## config.mk

```make
export PLATFORM = sky130hd
export DESIGN_NAME = fifo_wr_arbiter
export DESIGN_NICKNAME = d
export VERILOG_FILES = /design/src/rtl/fifo_wr_arbiter_pkg.sv /design/src/rtl/fifo_wr_arbiter_rr_pick.sv /design/src/rtl/fifo_wr_arbiter.sv
export SDC_FILE = /design/constraint.sdc
export NUM_CORES = 1
export LEC_CHECK = 0
export CELL_PAD_IN_SITES_DETAIL_PLACEMENT = 1
export CELL_PAD_IN_SITES_GLOBAL_PLACEMENT = 1
export CORE_MARGIN = 4
export CORE_UTILIZATION = 23
export CTS_CLUSTER_DIAMETER = 150
export CTS_CLUSTER_SIZE = 16
export DETAILED_ROUTE_END_ITERATION = 16
export PLACE_DENSITY = 0.8
export SLEW_MARGIN = 15
export SYNTH_ARGS = -nofsm -noshare
export SYNTH_HDL_FRONTEND = slang
export SYNTH_SLANG_ARGS = --single-unit
```

## constraint.sdc

```tcl
create_clock -name wclk -period 2.59 [get_ports wclk]
set_input_delay 0.518 -clock wclk [delete_from_list [all_inputs] [get_ports wclk]]
set_output_delay 0.518 -clock wclk [all_outputs]
set_load 0.02 [all_outputs]
```

## src/rtl/fifo_wr_arbiter_pkg.sv

```systemverilog
// -----------------------------------------------------------------------------
// fifo_wr_arbiter_pkg
// Shared definitions for the FIFO write-port arbiter:
//   - state_t        : arbiter FSM encoding (IDLE / GRANT)
//   - DEF_DATA_WIDTH : sample width shared with the FIFO and filter datapath
//   - clog2()        : ceiling log2, usable in parameter expressions
// -----------------------------------------------------------------------------
package fifo_wr_arbiter_pkg;

   typedef enum logic {
      IDLE  = 1'b0,
      GRANT = 1'b1
   } state_t;

   localparam int DEF_DATA_WIDTH = 16;

   // Ceiling log2; returns 0 for values <= 1.
   function automatic int clog2(input int value);
      int result;
      int v;
      result = 0;
      v      = value - 1;
      while (v > 0) begin
         result = result + 1;
         v      = v >> 1;
      end
      return result;
   endfunction

endpackage

```

## src/rtl/fifo_wr_arbiter_rr_pick.sv

```systemverilog
// -----------------------------------------------------------------------------
// fifo_wr_arbiter_rr_pick
// Combinational round-robin picker. Returns the first asserted request at or
// after index ptr, wrapping modulo NUM_REQ.
// Ports:
//   req  in  NUM_REQ  request vector
//   ptr  in  PTR_W    index with highest priority this cycle (< NUM_REQ)
//   sel  out NUM_REQ  one-hot winner (all zero when no request)
//   any  out 1        at least one request asserted
// -----------------------------------------------------------------------------
module fifo_wr_arbiter_rr_pick
   import fifo_wr_arbiter_pkg::*;
#(
   parameter int NUM_REQ = 4,
   parameter int PTR_W   = 2
) (
   input  logic [NUM_REQ-1:0] req,
   input  logic [PTR_W-1:0]   ptr,
   output logic [NUM_REQ-1:0] sel,
   output logic               any
);

   logic [NUM_REQ-1:0] w_rot;
   logic [NUM_REQ-1:0] w_rot_sel;

   // Rotate so that index ptr lands on bit 0; the doubled vector makes the
   // shift a rotation.
   assign w_rot     = NUM_REQ'({req, req} >> ptr);
   // Lowest set bit wins (fixed priority on the rotated vector).
   assign w_rot_sel = w_rot & (~w_rot + 1'b1);
   // Rotate the winner back into original index space (upper half of the
   // doubled, left-shifted vector).
   assign sel       = NUM_REQ'(({w_rot_sel, w_rot_sel} << ptr) >> NUM_REQ);
   assign any       = |req;

endmodule

```

## src/rtl/fifo_wr_arbiter.sv

```systemverilog
// -----------------------------------------------------------------------------
// fifo_wr_arbiter
// Round-robin write-port arbiter in front of the async FIFO write side.
// Grants one requester at a time for up to BURST_LEN words, forwards its
// words to the FIFO and stalls combinationally on wfull.
// Ports:
//   wclk, wrst_n  write-domain clock, async active-low reset
//   req_valid     in  NUM_REQ             per-requester word valid
//   req_data      in  NUM_REQ*DATA_WIDTH  requester i at [i*DATA_WIDTH +: DATA_WIDTH]
//   req_last      in  NUM_REQ             last word of burst (qualified by valid)
//   req_ready     out NUM_REQ             word accepted when valid & ready
//   wfull         in  1                   FIFO full flag
//   winc          out 1                   FIFO write strobe
//   wdata         out DATA_WIDTH          FIFO write data (0 when not writing)
//   grant         out NUM_REQ             one-hot registered owner
//   busy          out 1                   high while in GRANT
// -----------------------------------------------------------------------------
module fifo_wr_arbiter
   import fifo_wr_arbiter_pkg::*;
#(
   parameter int NUM_REQ    = 4,
   parameter int DATA_WIDTH = DEF_DATA_WIDTH,
   parameter int BURST_LEN  = 4
) (
   input  logic                          wclk,
   input  logic                          wrst_n,
   input  logic [NUM_REQ-1:0]            req_valid,
   input  logic [NUM_REQ*DATA_WIDTH-1:0] req_data,
   input  logic [NUM_REQ-1:0]            req_last,
   output logic [NUM_REQ-1:0]            req_ready,
   input  logic                          wfull,
   output logic                          winc,
   output logic [DATA_WIDTH-1:0]         wdata,
   output logic [NUM_REQ-1:0]            grant,
   output logic                          busy
);

   localparam int PTR_W  = (clog2(NUM_REQ)   > 1) ? clog2(NUM_REQ)   : 1;
   localparam int BEAT_W = (clog2(BURST_LEN) > 1) ? clog2(BURST_LEN) : 1;

   localparam logic [BEAT_W-1:0] LAST_BEAT = BEAT_W'(BURST_LEN - 1);
   localparam logic [PTR_W-1:0]  LAST_REQ  = PTR_W'(NUM_REQ - 1);

   state_t              r_state;
   state_t              w_next_state;
   logic [NUM_REQ-1:0]  r_grant;
   logic [PTR_W-1:0]    r_gidx;
   logic [PTR_W-1:0]    r_rr_ptr;
   logic [BEAT_W-1:0]   r_beat_cnt;

   logic [NUM_REQ-1:0]  w_pick_sel;
   logic                w_pick_any;
   logic [PTR_W-1:0]    w_pick_idx;
   logic                w_xfer;
   logic                w_release;

   fifo_wr_arbiter_rr_pick #(
      .NUM_REQ (NUM_REQ),
      .PTR_W   (PTR_W)
   ) u_rr_pick (
      .req (req_valid),
      .ptr (r_rr_ptr),
      .sel (w_pick_sel),
      .any (w_pick_any)
   );

   // One-hot to index; the index is registered alongside grant so the data
   // mux and pointer update need no encoder on the registered side.
   always_comb begin
      w_pick_idx = '0;
      for (int i = 0; i < NUM_REQ; i++) begin
         if (w_pick_sel[i]) w_pick_idx = PTR_W'(i);
      end
   end

   // NOTE: sequential state uses non-blocking assignments so every register
   // samples the pre-edge values, independent of statement order.
   always_ff @(posedge wclk or negedge wrst_n) begin
      if (!wrst_n) r_state <= IDLE;
      else         r_state <= w_next_state;
   end

   // NOTE: every output of this block is given a default first, so no path
   // leaves a signal unassigned and no latch is inferred.
   always_comb begin
      w_next_state = r_state;
      req_ready    = '0;
      w_xfer       = 1'b0;
      w_release    = 1'b0;
      winc         = 1'b0;
      wdata        = '0;
      case (r_state)
         IDLE: begin
            if (w_pick_any) w_next_state = GRANT;
         end
         GRANT: begin
            // Gating is purely combinational on wfull so a write can never
            // be issued in a cycle where the FIFO reports full.
            req_ready[r_gidx] = ~wfull;
            w_xfer            = req_valid[r_gidx] & ~wfull;
            winc              = w_xfer;
            if (w_xfer) wdata = req_data[r_gidx*DATA_WIDTH +: DATA_WIDTH];
            // req_last on the final beat still yields a single release.
            w_release = w_xfer & (req_last[r_gidx] | (r_beat_cnt == LAST_BEAT));
            if (w_release) w_next_state = IDLE;
         end
         default: w_next_state = IDLE;
      endcase
   end

   always_ff @(posedge wclk or negedge wrst_n) begin
      if (!wrst_n) begin
         r_grant    <= '0;
         r_gidx     <= '0;
         r_rr_ptr   <= '0;
         r_beat_cnt <= '0;
      end else begin
         case (r_state)
            IDLE: begin
               if (w_pick_any) begin
                  r_grant    <= w_pick_sel;
                  r_gidx     <= w_pick_idx;
                  r_beat_cnt <= '0;
               end
            end
            GRANT: begin
               if (w_release) begin
                  r_grant    <= '0;
                  r_beat_cnt <= '0;
                  r_rr_ptr   <= (r_gidx == LAST_REQ) ? '0 : r_gidx + 1'b1;
               end else if (w_xfer) begin
                  r_beat_cnt <= r_beat_cnt + 1'b1;
               end
            end
            default: ;
         endcase
      end
   end

   assign grant = r_grant;
   assign busy  = (r_state == GRANT);

endmodule

```

; Word-level counts from Yosys, hierarchy flattened
; Index checks and enable logic that the tools add are counted.
[word_totals]
elab_cells = 57
register_bits = 11
out_inout_bits = 26
[op_classes]
bitwise = 8
eq_ne = 5
add_sub_neg = 3
shift = 3
n_mux = 25
order_cmp = 2
reduce_logical = 6
[ops]
columns = operator, count
row1 = variable part select 64 x 7 -> 16 bit, 1
row2 = 2-to-1 mux 16 bit, 2
row3 = 2-to-1 mux 2 bit, 6
row4 = 2-to-1 mux 4 bit, 3
row5 = AND 4 bit, 2
row6 = 2-to-1 mux 1 bit, 8
row7 = case mux 4 bit (2 select lines), 1
row8 = AND reduction 2 bit, 4
row9 = left shift 8 x 2 -> 8 bit, 1
row10 = right shift 8 x 2 -> 4 bit, 1
row11 = "adder 2 x 1 -> 2 bit, second input constant", 2
row12 = "adder 4 x 1 -> 4 bit, second input constant", 1
row13 = binary-select mux 1 bit (select 2 bit), 2
row14 = "== test 2 bit, second input constant", 2
row15 = "!= test 2 x 1 -> 1 bit, second input constant", 2
row16 = NOT 4 bit, 1
row17 = case mux 2 bit (2 select lines), 1
row18 = OR reduction 4 bit, 1
row19 = "< comparator 2 x 3 -> 1 bit, second input constant", 1
row20 = "!= test 3 x 2 -> 1 bit, second input constant", 1
row21 = AND 1 bit, 2
row22 = demux 1 bit (select 2 bit), 1
row23 = ">= comparator 2 x 1 -> 1 bit, second input constant", 1
row24 = NOT 1 bit, 2
row25 = 3 further kinds, 3

; Longest topological paths before layout
; Gate-level depths: netlist (run 1).
[logic_depth]
word_depth = 8
mapped_depth = 6
ltp_nobuf = 5

; Cells and area by module
; From an unflattened synthesis (run 1), not the netlist that was laid out.
[hier_totals]
cells_unflattened = 116
hier_area_um2 = 1248.7
[by_module_without_submodules]
columns = module, area_each_um2, n_inst, cells_per_inst, seq_area_each_um2
row1 = fifo_wr_arbiter, 1131.1, 1, 97, 275.3
row2 = fifo_wr_arbiter_rr_pick, 117.6, 1, 19, 0.0

; Least setup slack after synthesis (run 1)
; Ideal clock, no wire load.
[synth_timing]
path_kind = reg2out
start = reg r_gidx[0]
end = out wdata[10]
arrival_time_ps = 1529
stages_incl_launch_ff = 5
path_slack_ps = 543
required_ps = 2072
path_cell_list = dfrtp_1 > buf_4 > buf_4 > mux4_2 > nor2b_1
[synth_via]
elab_chain_cells = 5
word_cells_on_any_way = 6
cone_classes = 1 x shift / 4 x mux / 1 x bitwise
[synth_lines]
columns = item, line_no
row1 = start: declaration, fifo_wr_arbiter.sv:47  ; logic [PTR_W-1:0] r_gidx;
row2 = start signal: assignment, fifo_wr_arbiter.sv:122  ; r_gidx <= w_pick_idx;
row3 = "parallel branches: the longest is 3 deep, another holds variable part select 64 x 7 -> 16 bit", n/a
row4 = 2-to-1 mux 16 bit *, fifo_wr_arbiter.sv:102  ; if (w_xfer) wdata = req_data[r_gidx*DATA_WIDTH +: DATA_WIDTH];
row5 = 2-to-1 mux 16 bit *, fifo_wr_arbiter.sv:92  ; case (r_state)
row6 = end: declaration, fifo_wr_arbiter.sv:33  ; output logic [DATA_WIDTH-1:0] wdata,
; Every way passes the cells marked *. The select of a mux whose other input is x is not followed.

; Worst setup path in the final report (run 1)
[layout_timing]
start = in wfull
end = out wdata[3]
[layout_via]
elab_chain_cells = 4
[layout_lines]
columns = item, line_no
row1 = start: declaration, fifo_wr_arbiter.sv:31  ; input logic wfull,
row2 = NOT 1 bit, fifo_wr_arbiter.sv:100  ; w_xfer = req_valid[r_gidx] & ~wfull;
row3 = AND 1 bit, fifo_wr_arbiter.sv:100
row4 = 2-to-1 mux 16 bit, fifo_wr_arbiter.sv:102
row5 = 2-to-1 mux 16 bit, fifo_wr_arbiter.sv:92
; Every way passes these cells.

==> results.sh, run 1 <==
export IMPL_status="complete, no violations"
export IMPL_final_min_clock_period_ps=2510
export IMPL_htreeDepth=1
export IMPL_die_h_um=81.9
export IMPL_drc=0
export IMPL_grt_antenna_before_repair=0
export IMPL_critPathBufInv=3
export IMPL_drtIter0Drc=26
export IMPL_coreArea_um2=5200
export IMPL_start_kind="primary input"
export IMPL_ys_seq_area_share_pct=21.9
export IMPL_slew_headroom_pct=65.5
export IMPL_rsz0062_at_grt="false"
export IMPL_grt_pass1_vias=1491
export IMPL_yosysMostFrequentCell="nor2b_1"
export IMPL_synth_cell_type_count=34
export IMPL_fin_area_um2=2440
export IMPL_synth_warnings=0
export IMPL_p_leak_uw=0.00104
export IMPL_ys_flop_type="dfrtp_1"
export IMPL_fmax_ghz=0.399
export IMPL_ant_nets=0
export IMPL_core_rowCount=26
export IMPL_syn_inst=116
export IMPL_synth_net_count=196
export IMPL_grt_max_degree=20
export IMPL_synth_largest_area_cell="dfrtp_1"
export IMPL_yosys_top_cells_count="15 x nor2b_1, 12 x mux4_2, 11 x dfrtp_1"
export IMPL_setup_viol=0
export IMPL_cts_sinks=11
export IMPL_end_kind="output pin"
export IMPL_min_path_type="flip-flop to flip-flop"
export IMPL_skew_ps=2.59
export IMPL_finalCritPeriodShare_pct=96.9
export IMPL_drv_cap=0
export IMPL_path_cells="clkdlybuf4s50_1, nand3b_1, a2bb2oi_4, buf_12, nor2b_1, dlygate4sd2_1"
export IMPL_crit_family="buffers and inverters"
export IMPL_ios=101
export IMPL_async_flop_share_pct=100
export IMPL_wire_per_inst_um=17.6
export IMPL_root_buffer="clkbuf_8"
export IMPL_die_area_um2=6710
export IMPL_nFillCells=595
export IMPL_cp_max_fo=18
export IMPL_syn_area_um2=1260
export IMPL_drt_first_pass_iters=4
export IMPL_ys_ff_latch=11
export IMPL_grt_pass1_wl_mm=7.49
export IMPL_cts_tree="done"
export IMPL_cp_required_ps=2070
export IMPL_nets=305
export IMPL_place_congestion=0.728
export IMPL_cts_buffers=3
export IMPL_cpMaxStageDelayCell="clkdlybuf4s50_1"
export IMPL_place_area_um2=2420
export IMPL_finalMaxSlewViolations=0
export IMPL_yosysTopAreaCellShare_pct=21.9
export IMPL_tns_ps=0
export IMPL_start_util_pct=24.2
export IMPL_cp_arrival_ps=1990
export IMPL_wirelength_mm=5.17
export IMPL_n_antenna_cell=0
export IMPL_hpwlAfterDp_mm=4.37
export IMPL_hold_viol=0
export IMPL_avgSynthCellArea_um2=10.8
export IMPL_synth_edff_count=0
export IMPL_clockBufferDepth=2
export IMPL_power_density_nw_per_um2=822
export IMPL_synthTopCellsByArea="dfrtp_1 22%, mux4_2 21%, mux4_1 8.4%, nor2b_1 7.5%, ha_1 5.0%"
export IMPL_path_class="primary input to output pin"
export IMPL_postCtsHoldBufs=0
export IMPL_tightest_slew_ps=515
export IMPL_peakVddDrop_mv=0.433
export IMPL_grt_total_usage_pct=14.9
export IMPL_grt_overflow=0
export IMPL_clk_pin_slew_ps=50
export IMPL_vias=1376
export IMPL_drive_gt1_share_pct=18.8
export IMPL_numPortBuffers=100
export IMPL_finish_utilization_pct=46.9
export IMPL_slowest_delay_ps=450
export IMPL_vias_per_cell=4.68
export IMPL_clock_latency_ps=240
export IMPL_syn_to_final_growth_pct=94.2
export IMPL_die_w_um=81.9
through the flow:
step	setup WS [ps]	hold WS (ps)	instances	total power [µW]
2_1_floorplan	543	222	116	1260
3_3_place_gp	-212	486	290	1860
3_5_place_dp	-283	500	290	1910
4_1_cts	-5.37	513	294	2050
5_1_grt	2.85	545	294	2160
6_report	81.1	503	294	2010
metal layers:
layer | wire [µm] | track usage [%] | vias up
met5 | 0 | 0 | -
met2 | 2780 | 28.9 | 60
met3 | 544 | 4.71 | 2
li1 | - | - | 655
met1 | 1830 | 15.6 | 659
met4 | 19 | 2.49 | 0
cells by family (layout without fill, tap and decap cells):
group | after synthesis | in the layout | synth area share (%)
mux | 22 | 22 | 35.5
buf+inv | 15 | 123 | 6.57
fa+ha+maj | 5 | 5 | 4.98
flops | 11 | 11 | 21.9
compound gates | 18 | 18 | 10.7
simple gates | 45 | 45 | 20.3
where the power goes:
group          internal (µW)  total [µW]  switching [µW]  leakage, µW
clock                    108         169            61.4    0.0000228
combinational            827        1520             690     0.000879
sequential               240         322            81.8     0.000138
registers in the layout (all words and copies together) (netlist names):
signal,flops
busy,1
grant,4
r_beat_cnt,2
r_gidx,2
r_rr_ptr,2
final timing paths:
check | end | startpoint | cells after the start | slack [ps]
worst max-delay path | wdata[3] | wfull | 6 | 80
worst min-delay path | r_beat_cnt[0] | r_beat_cnt[0] | 1 | 500
worst max register to register | r_rr_ptr[0] | r_gidx[1] | 5 | 620
worst min register to register | r_beat_cnt[0] | r_beat_cnt[0] | 1 | 500
max in group asynchronous | r_gidx[0] | wrst_n | 1 | 1620
min in group asynchronous | grant[0] | wrst_n | 1 | 620
layout by cell type, fill, tap and decap left out, types with 5 or more instances in the layout:
cell,netlist,routed
buf_4,2,9
clkbuf_2,0,6
clkdlybuf4s50_1,0,83
dfrtp_1,11,11
dlygate4sd2_1,0,8
ha_1,5,5
inv_1,7,7
mux4_2,12,12
nor2_1,8,8
nor2b_1,15,15
layout make-up:
class | instances | area (µm²) | share of cell area, %
clock buffer | 4 | 45.0 | 1.84
inverter | 7 | 26.3 | 1.08
multi-input combinational | 90 | 920 | 37.7
sequential | 11 | 275 | 11.3
tap | 70 | 87.6 | 3.59
timing repair buffer | 112 | 1090 | 44.6
repair_timing:
item / CTS / global route
gates resized for setup: 23 / 12
setup endpoints to repair: 17 / 9
endpoints found under the hold margin: 0 / 0
setup buffers: 0 / 0
(Power assumes the default switching activity.)
==> inputs of run 2 (changes only) <==
CORE_UTILIZATION = 30   (was 23)
DONT_BUFFER_PORTS = 1   (was not set)
PLACE_DENSITY = 0.56   (was 0.8)
==> results.sh, run 2 (synthesis results as in run 1) <==
export IMPL_root_buffer="clkbuf_8"
export IMPL_die_w_um=72.7
export IMPL_skew_ps=5.75
export IMPL_worst_path_most_repeated_cell="buf_4"
export IMPL_cpMaxStageDelayCell="dfrtp_1"
export IMPL_tns_ps=0
export IMPL_cts_tree="done"
export IMPL_hpwlAfterDp_mm=3.59
export IMPL_p_leak_uw=0.000640
export IMPL_path_cells="nor3b_1, a2bb2oi_2, buf_4, nor2b_1, buf_4"
export IMPL_wire_per_inst_um=22.9
export IMPL_ant_nets=0
export IMPL_drive_gt1_share_pct=31.1
export IMPL_largest_register_ff_count=4
export IMPL_grt_overflow=0
export IMPL_syn_to_final_growth_pct=16.2
export IMPL_grt_pass1_vias=1134
export IMPL_critical_path_endpoint="wdata[9]"
export IMPL_drc=0
export IMPL_drtIter0Drc=26
export IMPL_core_rowCount=23
export IMPL_start_kind="flip-flop"
export IMPL_htreeDepth=1
export IMPL_status="complete, no violations"
export IMPL_grt_antenna_before_repair=0
export IMPL_finalCritPeriodShare_pct=85.1
export IMPL_cp_arrival_ps=1690
export IMPL_r2r_start="busy"
export IMPL_vias=1035
export IMPL_hold_viol=0
export IMPL_power_density_nw_per_um2=1160
export IMPL_numPortBuffers=0
export IMPL_fmax_ghz=0.453
export IMPL_rsz0062_at_grt="false"
export IMPL_cp_max_fo=13
export IMPL_clock_latency_ps=240
export IMPL_nFillCells=470
export IMPL_ios=101
export IMPL_min_from="req_valid[0]"
export IMPL_wirelength_mm=4.16
export IMPL_finish_utilization_pct=36.3
export IMPL_timing_rr_end="r_rr_ptr[0]"
export IMPL_setup_viol=0
export IMPL_grt_total_usage_pct=15.3
export IMPL_power_uw=1690
export IMPL_slew_headroom_pct=65.2
export IMPL_cts_sinks=11
export IMPL_vias_per_cell=5.69
export IMPL_finalMaxSlewViolations=0
export IMPL_rr_worst_depth=5
export IMPL_final_common_cell="buf_4"
export IMPL_clk_pin_slew_ps=50
export IMPL_die_area_um2=5290
export IMPL_die_h_um=72.7
export IMPL_clockBufferDepth=2
export IMPL_cts_buffers=3
export IMPL_tightest_slew_ps=520
export IMPL_startpoint="busy"
export IMPL_cp_required_ps=2070
export IMPL_holdPathStages=2
export IMPL_slowest_delay_ps=560
export IMPL_grt_max_degree=16
export IMPL_grt_pass1_wl_mm=6.13
export IMPL_start_util_pct=31.2
export IMPL_end_kind="output pin"
export IMPL_place_congestion=0.700
export IMPL_coreArea_um2=4030
export IMPL_path_class="flip-flop to output pin"
export IMPL_n_antenna_cell=0
export IMPL_reg2reg_slack_ps=720
export IMPL_peakVddDrop_mv=0.387
export IMPL_final_min_clock_period_ps=2210
export IMPL_mostFrequentLayoutCells="19 x buf_4, 15 x nor2b_1, 12 x mux4_2, 11 x dfrtp_1, 8 x nor2_1"
export IMPL_min_path_type="primary input to flip-flop"
export IMPL_nets=213
export IMPL_drv_cap=0
export IMPL_drt_first_pass_iters=4
run 2: stage by stage:
stage / setup WS [ps] / hold WS, ps / std cells / area [µm²]
2_1_floorplan: 543 / 222 / 116 / 1260
3_3_place_gp: 662 / 223 / 177 / 1410
3_5_place_dp: 619 / 223 / 177 / 1410
4_1_cts: 364 / 435 / 182 / 1460
5_1_grt: 248 / 455 / 182 / 1460
6_report: 385 / 437 / 182 / 1460
run 2: final cells by class:
| type | count | area [µm²] | area share, % |
|---|---|---|---|
| multi-input combinational | 90 | 900 | 61.6 |
| sequential | 11 | 275 | 18.8 |
| timing repair buffer | 20 | 153 | 10.4 |
| tap | 50 | 62.6 | 4.28 |
| clock buffer | 4 | 45.0 | 3.08 |
| inverter | 7 | 26.3 | 1.80 |
run 2: critical path: cells and delay by family (launching register included):
family | cells | cell delay [ps]
flip-flops | 1 | 560
AND/OR/NAND/NOR | 2 | 440
buffers and inverters | 2 | 360
AO/OA/AOI/OAI | 1 | 90
run 2: report_power, final:
group	switching [µW]	total, µW	internal (µW)
Clock	66.3	175	108
Sequential	104	343	239
Combinational	587	1170	585
Total	757	1690	933
run 2: worst min-delay path by stage:
stage                        endpoint  slack (ps)
after floorplan                  busy         220
after global placement    r_rr_ptr[0]         220
after detailed placement     grant[0]         220
after CTS                    grant[0]         440
after global routing         grant[0]         450
final                        grant[0]         440
run 2: what timing repair did:
| item | 4_1_cts | 5_1_grt |
|---|---|---|
| buffers inserted | 0 | 0 |
| hold buffers | 1 | 0 |
| resized for setup | 0 | 0 |
| hold endpoints to repair | 11 | 0 |
run 2: per-layer routing:
metal	GRT usage (%)	vias up	part of all wire (%)
met5	0	-	0
met2	31.2	62	57
met4	4.51	0	1.3
met1	14.7	497	31
met3	3.86	6	11
li1	-	470	-
==> inputs of run 3 (changes only) <==
ABC_CLOCK_PERIOD_IN_PS = 2590   (was not set)
SKIP_LAST_GASP = 1   (was not set)
==> results of run 3 <==
Same layout as run 2: the final DEF is identical, and so are final timing and power.
